==> src/rtl/sprite_renderer.sv <==
// Pipelined single-sprite blitter: frame-latched placement, power-of-two scaling, mirror,
// animation frames from a synchronous ROM, transparent-index keying onto the background.
module sprite_renderer #(
  parameter int SPRITE_W          = 50,
  parameter int SPRITE_H          = 40,
  parameter int NUM_FRAMES        = 4,
  parameter int FRAME_DIV         = 6,
  parameter int SCALE_LOG2        = 1,
  parameter int ADDR_W            = 13,
  parameter int INDEX_W           = 8,
  parameter int TRANSPARENT_INDEX = 0,
  localparam int FRAME_W          = (NUM_FRAMES > 1) ? $clog2(NUM_FRAMES) : 1
) (
  input  logic               vga_clk,
  input  logic               reset_n,
  input  logic [9:0]         DrawX,
  input  logic [9:0]         DrawY,
  input  logic               blank,
  input  logic               frame_start,
  input  logic [9:0]         sprite_x,
  input  logic [9:0]         sprite_y,
  input  logic               sprite_en,
  input  logic               flip_x,
  input  logic               anim_restart,
  input  logic [3:0]         bg_red,
  input  logic [3:0]         bg_green,
  input  logic [3:0]         bg_blue,
  output logic [ADDR_W-1:0]  rom_address,
  input  logic [INDEX_W-1:0] rom_q,
  output logic [INDEX_W-1:0] pal_index,
  input  logic [3:0]         pal_red,
  input  logic [3:0]         pal_green,
  input  logic [3:0]         pal_blue,
  output logic [3:0]         red,
  output logic [3:0]         green,
  output logic [3:0]         blue,
  output logic [FRAME_W-1:0] anim_frame
);

  localparam int SCALED_W   = SPRITE_W << SCALE_LOG2;
  localparam int SCALED_H   = SPRITE_H << SCALE_LOG2;
  localparam int FRAME_SIZE = SPRITE_W * SPRITE_H;
  localparam int DIV_W      = (FRAME_DIV > 1) ? $clog2(FRAME_DIV) : 1;

  logic [9:0]         x_l_q, x_l_d, y_l_q, y_l_d;
  logic               en_l_q, en_l_d, flip_l_q, flip_l_d;
  logic [FRAME_W-1:0] anim_q, anim_d;
  logic [DIV_W-1:0]   div_q, div_d;

  logic [10:0]        x_end, y_end;
  logic               hit_x, hit_y, hit;
  logic [9:0]         dx, dy, u, v, u_f;
  logic [ADDR_W-1:0]  addr, rom_addr_q, rom_addr_d;

  logic               hit1_q, blank1_q, hit2_q, blank2_q;
  logic [11:0]        bg1_q, bg2_q, rgb_q, rgb_d;

  // Placement and animation state only move on frame_start so a frame never tears.
  always_comb begin
    x_l_d    = x_l_q;
    y_l_d    = y_l_q;
    en_l_d   = en_l_q;
    flip_l_d = flip_l_q;
    anim_d   = anim_q;
    div_d    = div_q;
    if (frame_start) begin
      x_l_d    = sprite_x;
      y_l_d    = sprite_y;
      en_l_d   = sprite_en;
      flip_l_d = flip_x;
    end
    if (anim_restart) begin
      anim_d = '0;
      div_d  = '0;
    end else if (frame_start) begin
      if (div_q == DIV_W'(FRAME_DIV - 1)) begin
        div_d  = '0;
        anim_d = (anim_q == FRAME_W'(NUM_FRAMES - 1)) ? '0 : anim_q + FRAME_W'(1);
      end else begin
        div_d = div_q + DIV_W'(1);
      end
    end
  end

  // 11-bit compares keep a sprite hanging off the right/bottom edge from wrapping.
  always_comb begin
    x_end = {1'b0, x_l_q} + 11'(SCALED_W);
    y_end = {1'b0, y_l_q} + 11'(SCALED_H);
    hit_x = ({1'b0, DrawX} >= {1'b0, x_l_q}) && ({1'b0, DrawX} < x_end);
    hit_y = ({1'b0, DrawY} >= {1'b0, y_l_q}) && ({1'b0, DrawY} < y_end);
    hit   = en_l_q && hit_x && hit_y;
    dx    = DrawX - x_l_q;
    dy    = DrawY - y_l_q;
    u     = dx >> SCALE_LOG2;
    v     = dy >> SCALE_LOG2;
    u_f   = flip_l_q ? (10'(SPRITE_W - 1) - u) : u;
    addr  = ADDR_W'(anim_q) * ADDR_W'(FRAME_SIZE)
          + ADDR_W'(v) * ADDR_W'(SPRITE_W)
          + ADDR_W'(u_f);
    rom_addr_d = hit ? addr : '0;
  end

  always_comb begin
    rgb_d = bg2_q;
    if (!blank2_q) begin
      rgb_d = '0;
    end else if (hit2_q && (rom_q != INDEX_W'(TRANSPARENT_INDEX))) begin
      rgb_d = {pal_red, pal_green, pal_blue};
    end
  end

  always_ff @(posedge vga_clk or negedge reset_n) begin
    if (!reset_n) begin
      x_l_q      <= '0;
      y_l_q      <= '0;
      en_l_q     <= 1'b0;
      flip_l_q   <= 1'b0;
      anim_q     <= '0;
      div_q      <= '0;
      rom_addr_q <= '0;
      hit1_q     <= 1'b0;
      blank1_q   <= 1'b0;
      bg1_q      <= '0;
      hit2_q     <= 1'b0;
      blank2_q   <= 1'b0;
      bg2_q      <= '0;
      rgb_q      <= '0;
    end else begin
      x_l_q      <= x_l_d;
      y_l_q      <= y_l_d;
      en_l_q     <= en_l_d;
      flip_l_q   <= flip_l_d;
      anim_q     <= anim_d;
      div_q      <= div_d;
      rom_addr_q <= rom_addr_d;
      hit1_q     <= hit;
      blank1_q   <= blank;
      bg1_q      <= {bg_red, bg_green, bg_blue};
      hit2_q     <= hit1_q;
      blank2_q   <= blank1_q;
      bg2_q      <= bg1_q;
      rgb_q      <= rgb_d;
    end
  end

  assign rom_address = rom_addr_q;
  assign pal_index   = rom_q;
  assign red         = rgb_q[11:8];
  assign green       = rgb_q[7:4];
  assign blue        = rgb_q[3:0];
  assign anim_frame  = anim_q;

endmodule

==> config.mk <==
export PLATFORM = sky130hd
export DESIGN_NAME = sprite_renderer
export DESIGN_NICKNAME = d
export VERILOG_FILES = /design/src/rtl/sprite_renderer.sv
export SDC_FILE = /design/constraint.sdc
export NUM_CORES = 1
export LEC_CHECK = 0
export CELL_PAD_IN_SITES_DETAIL_PLACEMENT = 1
export CELL_PAD_IN_SITES_GLOBAL_PLACEMENT = 2
export CORE_MARGIN = 10
export CORE_UTILIZATION = 33
export DETAILED_ROUTE_END_ITERATION = 10
export PLACE_DENSITY_LB_ADDON = 0.1
export REMOVE_ABC_BUFFERS = 1
export SKIP_CTS_REPAIR_TIMING = 1
export SYNTH_ARGS = -nofsm -noshare
export SYNTH_HDL_FRONTEND = slang
export SYNTH_SLANG_ARGS = --single-unit
==> constraint.sdc <==
create_clock -name vga_clk -period 7.6 [get_ports vga_clk]
set_input_delay 0.76 -clock vga_clk [delete_from_list [all_inputs] [get_ports vga_clk]]
set_output_delay 0.76 -clock vga_clk [all_outputs]
set_load 0.005 [all_outputs]
==> results.toml <==
[run_status]
status = "completed"

[cells_and_area]
drive_above_1_share = 0.05685
n_antenna_cell = 0
area_growth_pct = 28.39
post-route-util = 0.4287
n_fill_cell = 1919
final_cells = 911
nets = 853
fin_area_um2 = 7338

[setup_path]
r2r_start = "y_l_q[0]"
regToRegSetupSlack_ns = 1.19
cp-end-kind = "flip-flop"
cp_data_required_time_ns = 7.80
crit_end = "rom_address[12]"
worstPathArrival_ns = 7.12
cp_max_fo = 5
r2r_end = "rom_address[12]"
cp-startpoint = "DrawY[0]"
critPathLaunchType = "input pin"
reg2regPathDepth = 26
worstSetupPathType = "input pin to flip-flop"

[logic_synthesis]
synth_compound_area_frac = 0.1335
synth_edf_count = 0
ys_seq_area_frac = 0.3503
ys_warn_count = 0
avgSynthCellArea_um2 = 9.906
synth_xor_area_frac = 0.08078
synthDistinctLibCells = 56
syn_inst = 577
synth.cell_area_um2 = 5715
synth_top_family_by_area = "adder cells"
synthMuxAreaShare = 0.02890
synthAdderAreaFrac = 0.2207
synth_simple_gate_area_share = 0.1204
ys.flop_type = "dfrtp_1"
synth_seq_cells = 80
async_flop_share = 1.000

[floorplanning]
ioPinCount = 114
die_x_um = 151.6
row_count = 48
chipHeight_um = 151.6
start_util = 0.3339
core-area_um2 = 17120
die-area_um2 = 22980

[clock_tree]
clockBufferDepth = 2
cts_sinks = 80
htree_levels = 3
tritoncts = "done"
clock-root-buffer = "clkbuf_16"
clk_pin_slew_ns = 0.07
cts_buffers = 9
clk_latency_ns = 0.35

[timing]
finClkSkew_ns = 0.004978
slew_headroom = 0.3067
rsz0062_at_grt = "no"
finalCritPeriodShare = 0.9108
tns_ns = 0
finalMaxSlewViolations = 0
fin_crit_ns = 6.922
setup_viol = 0
hold_viol_final = 0
fin_ws_ns = 0.6779
hold_ws_ns = 0.3488
worstMarginPinSlew_ns = 1.040
fmax_mhz = 144.5

[run]
drv_cap = 0

[drt]
vias_per_cell = 4.743
dr.max_layer_used = "met4"
m1WireLength_um = 6290
routed-wl-met3_um = 767
first_iter_violations = 124
wl_um = 14450
wl_per_cell_um = 15.86
vias = 4321
wl_met2_um = 7194
ant_nets = 0
first_pass_iters = 4
drc = 0

[place]
place_area_um2 = 7007
placedCellCount = 895
gp_congestion = 0.7754
pre_cts_ws_ns = 0.3078
io_buffers = 113
dp_hpwl_um = 11690

[global_routing]
grt_pass1_wl_um = 23740
grt_pass1_vias = 4761
grt.overflow.total = 0
antenna_found_initial = 0
grt_max_degree = 81
gr-usage-all-layers = 0.1294

[pwr]
leakagePower_nw = 3.444
power_mw = 3.000
p_per_area_nw_per_um2 = 408.8
vdd_drop_max_uv = 300.3

[worst_hold_path]
hp-class = "flip-flop to flip-flop"
-- sequential cells by signal (all words and copies together) (netlist names) --
| name | cells |
|---|---|
| div_q | 3 |
| y_l_q | 10 |
| rom_address | 13 |
| anim_frame | 2 |
| rgb_q | 12 |
| bg1_q | 12 |
| blank1_q | 1 |
| flip_l_q | 1 |
| hit2_q | 1 |
| x_l_q | 10 |
| blank2_q | 1 |
| bg2_q | 12 |
| hit1_q | 1 |
| en_l_q | 1 |
-- cell type report --
class                   instances  area [um2]  area share
clock buffers                   9       225.2     0.03069
inverters                      64       240.2     0.03274
clock inverters                 7       106.4     0.01449
well taps                     225       281.5     0.03836
flip-flops and latches         80        2002      0.2728
multi-input cells             411        3339      0.4551
repair buffers                115        1144      0.1558
-- Yosys cell counts, drive strengths merged (4+ instances only) --
| cell type | count | area (um2) |
|---|---|---|
| a2111oi | 4 | 41.29 |
| a21o | 9 | 67.56 |
| a21oi | 33 | 165.2 |
| buf | 13 | 100.1 |
| clkbuf | 9 | 33.78 |
| dfrtp | 80 | 2002 |
| fa | 13 | 260.3 |
| ha | 80 | 1001 |
| inv | 64 | 240.2 |
| mux2 | 4 | 45.04 |
| mux2i | 12 | 120.1 |
| nand2 | 38 | 142.6 |
| nand3 | 6 | 30.03 |
| nand4 | 4 | 25.02 |
| nor2 | 35 | 183.9 |
| nor2b | 18 | 120.1 |
| nor3 | 7 | 35.03 |
| o211ai | 4 | 30.03 |
| o21a | 9 | 67.56 |
| o21ai | 39 | 195.2 |
| o21bai | 4 | 30.03 |
| or4 | 4 | 30.03 |
| xnor2 | 33 | 289.0 |
| xor2 | 17 | 148.9 |
-- cells in the final DEF, fill, tap and decap left out, types with 6 or more instances in the layout --
cell / instances
nand3_1: 6
xor2_1: 17
nor2_1: 26
clkbuf_16: 9
dfrtp_1: 80
nor2b_1: 17
inv_1: 64
o21ai_0: 38
a21o_1: 9
o21a_1: 9
nor3_1: 7
ha_1: 80
clkdlybuf4s50_1: 112
a21oi_1: 33
nand2_1: 38
mux2i_1: 12
nor2_4: 6
xnor2_1: 33
fa_1: 13
-- routing by layer --
| metal | global-route usage | up-vias |
|---|---|---|
| met3 | 0.03475 | 14 |
| met4 | 0.04147 | 0 |
| met1 | 0.1482 | 2066 |
| li1 | - | 2164 |
| met2 | 0.2288 | 77 |
| met5 | 0 | - |
-- worst min path at each step --
stage | from | endpoint | slack, ns | depth (start not counted)
final | bg1_q[10] | bg2_q[10] | 0.35 | 0
after global routing | bg1_q[10] | bg2_q[10] | 0.35 | 0
after CTS | bg1_q[10] | bg2_q[10] | 0.35 | 0
after detailed placement | bg1_q[2] | bg2_q[2] | 0.34 | 0
after global placement | bg1_q[1] | bg2_q[1] | 0.33 | 0
after floorplan | bg1_q[0] | bg2_q[0] | 0.33 | 0
-- critical path, cell delays in order --
cell	delay [ns]
clkdlybuf4s50_1	0.40
inv_1	0.06
ha_1	0.21
inv_1	0.07
fa_1	0.40
a21o_1	0.17
a21oi_1	0.41
o21bai_1	0.13
a21oi_1	0.20
xnor2_1	0.22
ha_1	0.30
ha_1	0.28
inv_1	0.05
fa_1	0.53
inv_1	0.05
ha_1	0.30
inv_1	0.11
xnor2_1	0.10
fa_1	0.48
inv_1	0.04
ha_1	0.35
and4_1	0.23
a211oi_1	0.21
a21boi_0	0.31
o21ai_0	0.18
xor3_1	0.39
xnor2_1	0.14
nor2_1	0.05
-- where the power goes --
part | leakage [nW] | switching (mW) | internal [mW]
sequential | 1.00 | 0.0157 | 0.459
combinational | 2.28 | 1.14 | 0.897
clock | 0.163 | 0.198 | 0.294
-- cells by family after synthesis --
group | after synthesis
xor gates and xnor gates | 51
DFF | 80
AOI/OAI and AO/OA | 121
adders and majority gates | 93
buffers and inverters | 86
and+or+nand+nor | 130
muxes | 16
(Power assumes the default switching activity.)
==> patch, RTL diff (same settings) <==
Make the reset (`reset_n`) synchronous in one clocked block.
--- a/src/rtl/sprite_renderer.sv
+++ b/src/rtl/sprite_renderer.sv
@@ -110,5 +110,5 @@
   end
 
-  always_ff @(posedge vga_clk or negedge reset_n) begin
+  always_ff @(posedge vga_clk) begin
     if (!reset_n) begin
       x_l_q      <= '0;
Behaviour: differs if reset_n is asserted again (counterexample within 4 cycles, from zero or initial values and one cycle with reset_n low); with reset_n held inactive, the same outputs for 10 cycles.
==> patch against the unedited design <==
Sequential power decreased by 6.5%. Synthesized area decreased by 1.6%. Synthesized cell count increased by 7.6%. Largest power group unchanged. Routed wire length increased by 5.2%. Power decreased by 24%. Register-to-register slack improved by 0.77 ns. First-iteration DRC count increased by 22%. Cell area decreased by 1.6%. Non-clock buffer count increased by 1. Die area decreased by 1.4%. Worst hold slack improved by 0.078 ns. Critical path depth decreased by 2. Worst setup slack improved by 0.78 ns. Sequential cell count unchanged.
==> patch: results (changes against the unedited design) <==
| Metric | Value |
|---|---|
| Clk Latency, worst-skew pair | 0.35 ns (about the same) |
| Multiplexer share of the synthesized area | 0.0661 (+0.0372) |
| Hold path cells | 1 (+1) |
| Pin count of the biggest net entering global routing | 53 (-35%) |
| CP delay by family, top | adder cells |
| Max VDD drop | 0.242 mV (-19%) |
| Reg-to-reg endpoint | rom_address[12]$_SDFF_PN0_ |
| Clk_skew | 0.00830 ns (+0.00333 ns) |
| Worst Reg-to-Reg Cells | 24 (-7.7%) |
| Hold endpoint | bg2_q[0]$_SDFF_PN0_ |
| Share of layout cells above drive strength 1 | 0.0356 (-0.0212) |
| Syn Inst Count | 621 (+7.6%) |
| Status | finished, final reports clean |
| Gr usage total | 0.135 (+0.00556) |
| Compound-Gate Fraction of Synth Area | 0.116 (-0.0172) |
| First-pass GRT wire length | 24400 um (+2.7%) |
| Min Hold Slack | 0.427 ns (+0.0783 ns) |
| GP Congestion | 0.833 (+7.5%) |
| Avg Vias per Cell | 4.81 (+1.5%) |
| Worst hold path class | reg2reg |
| Slew @ Worst Pin | 0.804 ns (-0.236 ns) |
| Xor and xnor area share after synthesis | 0.0819 (+0.00109) |
| Synth Area in Adders | 0.224 (+0.00358) |
| Cell variety after synth | 50 (-11%) |
| Filler cells | 1936 (+0.89%) |
| Post-detail-place hpwl | 12500 um (+6.5%) |
| Layout Cells excl Fill | 950 (+4.3%) |
| Prevailing post-synth register cell | dfxtp_1 |
| Most instantiated cells after synthesis | dfxtp_1, ha_1, inv_1, nor2_1, xnor2_1 |
| Sequential area share after synthesis | 0.285 (-0.0655) |
| Ranking of synthesized cells by area | dfxtp_1, ha_1, mux2i_1, xnor2_1, fa_1 |
| Crit path largest cell delay | 0.50 ns (-0.03 ns) |
| Final instance area | 7220 um2 (-1.6%) |
| Placed standard-cell area | 6930 um2 (-1.1%) |
| Pint | 1310 uW (-21%) |
| P_leak | 0.00317 uW (-8.0%) |
| Cell Count Post-Placement | 934 (+4.4%) |
| Crit path max fanout | 4 (-1) |
| R2R setup slack | 1.96 ns (+0.77 ns) |
| Post-layout net count | 897 (+5.2%) |
| Initial DRC count | 151 (+22%) |
| Synthesis warning total | 0 (unchanged) |
| Min-delay src | bg1_q[0]$_SDFF_PN0_ |
| Critical R2R Launch | y_l_q[4]$_SDFFE_PN0P_ |
patch: cell types whose count changed after synthesis, moves of 5 or more:
cell and change:
nand2_1 -24, dfrtp_1 -80, dfxtp_1 +80, nor2_1 +25, mux2i_1 +24, nor3_1 +8
a211oi_1 +6, nor2_4 -6, a31oi_1 +5, o21ai_0 -17, and2_1 +26, a21oi_1 -6
nand2b_1 +7, nor2b_1 +10
patch: metrics by stage:
stage	setup WS (ns)	total power [uW]
2_1_floorplan	2.12	1520
3_3_place_gp	1.29	1810
3_5_place_dp	1.10	1840
4_1_cts	1.45	2300
5_1_grt	1.04	2500
6_report	1.45	2270
patch: power groups by stage:
| stage | clock network [uW] | registers [uW] | logic, uW |
|---|---|---|---|
| after CTS | 450 | 445 | 1410 |
| after detailed placement | 0 | 454 | 1390 |
| final | 430 | 444 | 1390 |
| after global placement | 0 | 454 | 1360 |
| after floorplan | 0 | 451 | 1070 |
| after global routing | 465 | 447 | 1590 |
patch: how the worst max path moves through the flow:
stage / end / from / depth (start not counted) / slack, ns
CTS: rom_address[12]$_SDFF_PN0_ / DrawY[0] / 24 / 1.45
finish: rom_address[12]$_SDFF_PN0_ / DrawY[0] / 26 / 1.45
global route: rom_address[12]$_SDFF_PN0_ / DrawY[0] / 26 / 1.04
global placement: rom_address[12]$_SDFF_PN0_ / DrawY[0] / 24 / 1.29
floorplan: rom_address[12]$_SDFF_PN0_ / DrawY[0] / 23 / 2.12
detailed placement: rom_address[12]$_SDFF_PN0_ / DrawY[0] / 24 / 1.10
patch: area by class of cell:
cell class | instances | share of cell area
Timing Repair Buffer | 116 | 0.160
Inverter | 64 | 0.0333
Tap cell | 220 | 0.0381
Sequential cell | 80 | 0.222
Clock buffer | 10 | 0.0331
Clock inverter | 6 | 0.00710
Multi-Input combinational cell | 454 | 0.507
patch: metal layers:
metal  routed length [um]  vias to the layer above  track usage
met5                    0                        -            0
met4                  200                        0       0.0442
met3                  775                       11       0.0366
met2                 7200                       74        0.223
met1                 7030                     2172        0.166
li1                     -                     2315            -
patch: kinds of logic after synthesis:
group | after synthesis
and+or+nand+nor | 174
muxes | 37
DFF | 80
AOI/OAI and AO/OA | 99
xor gates and xnor gates | 51
buffers and inverters | 87
adders and majority gates | 93
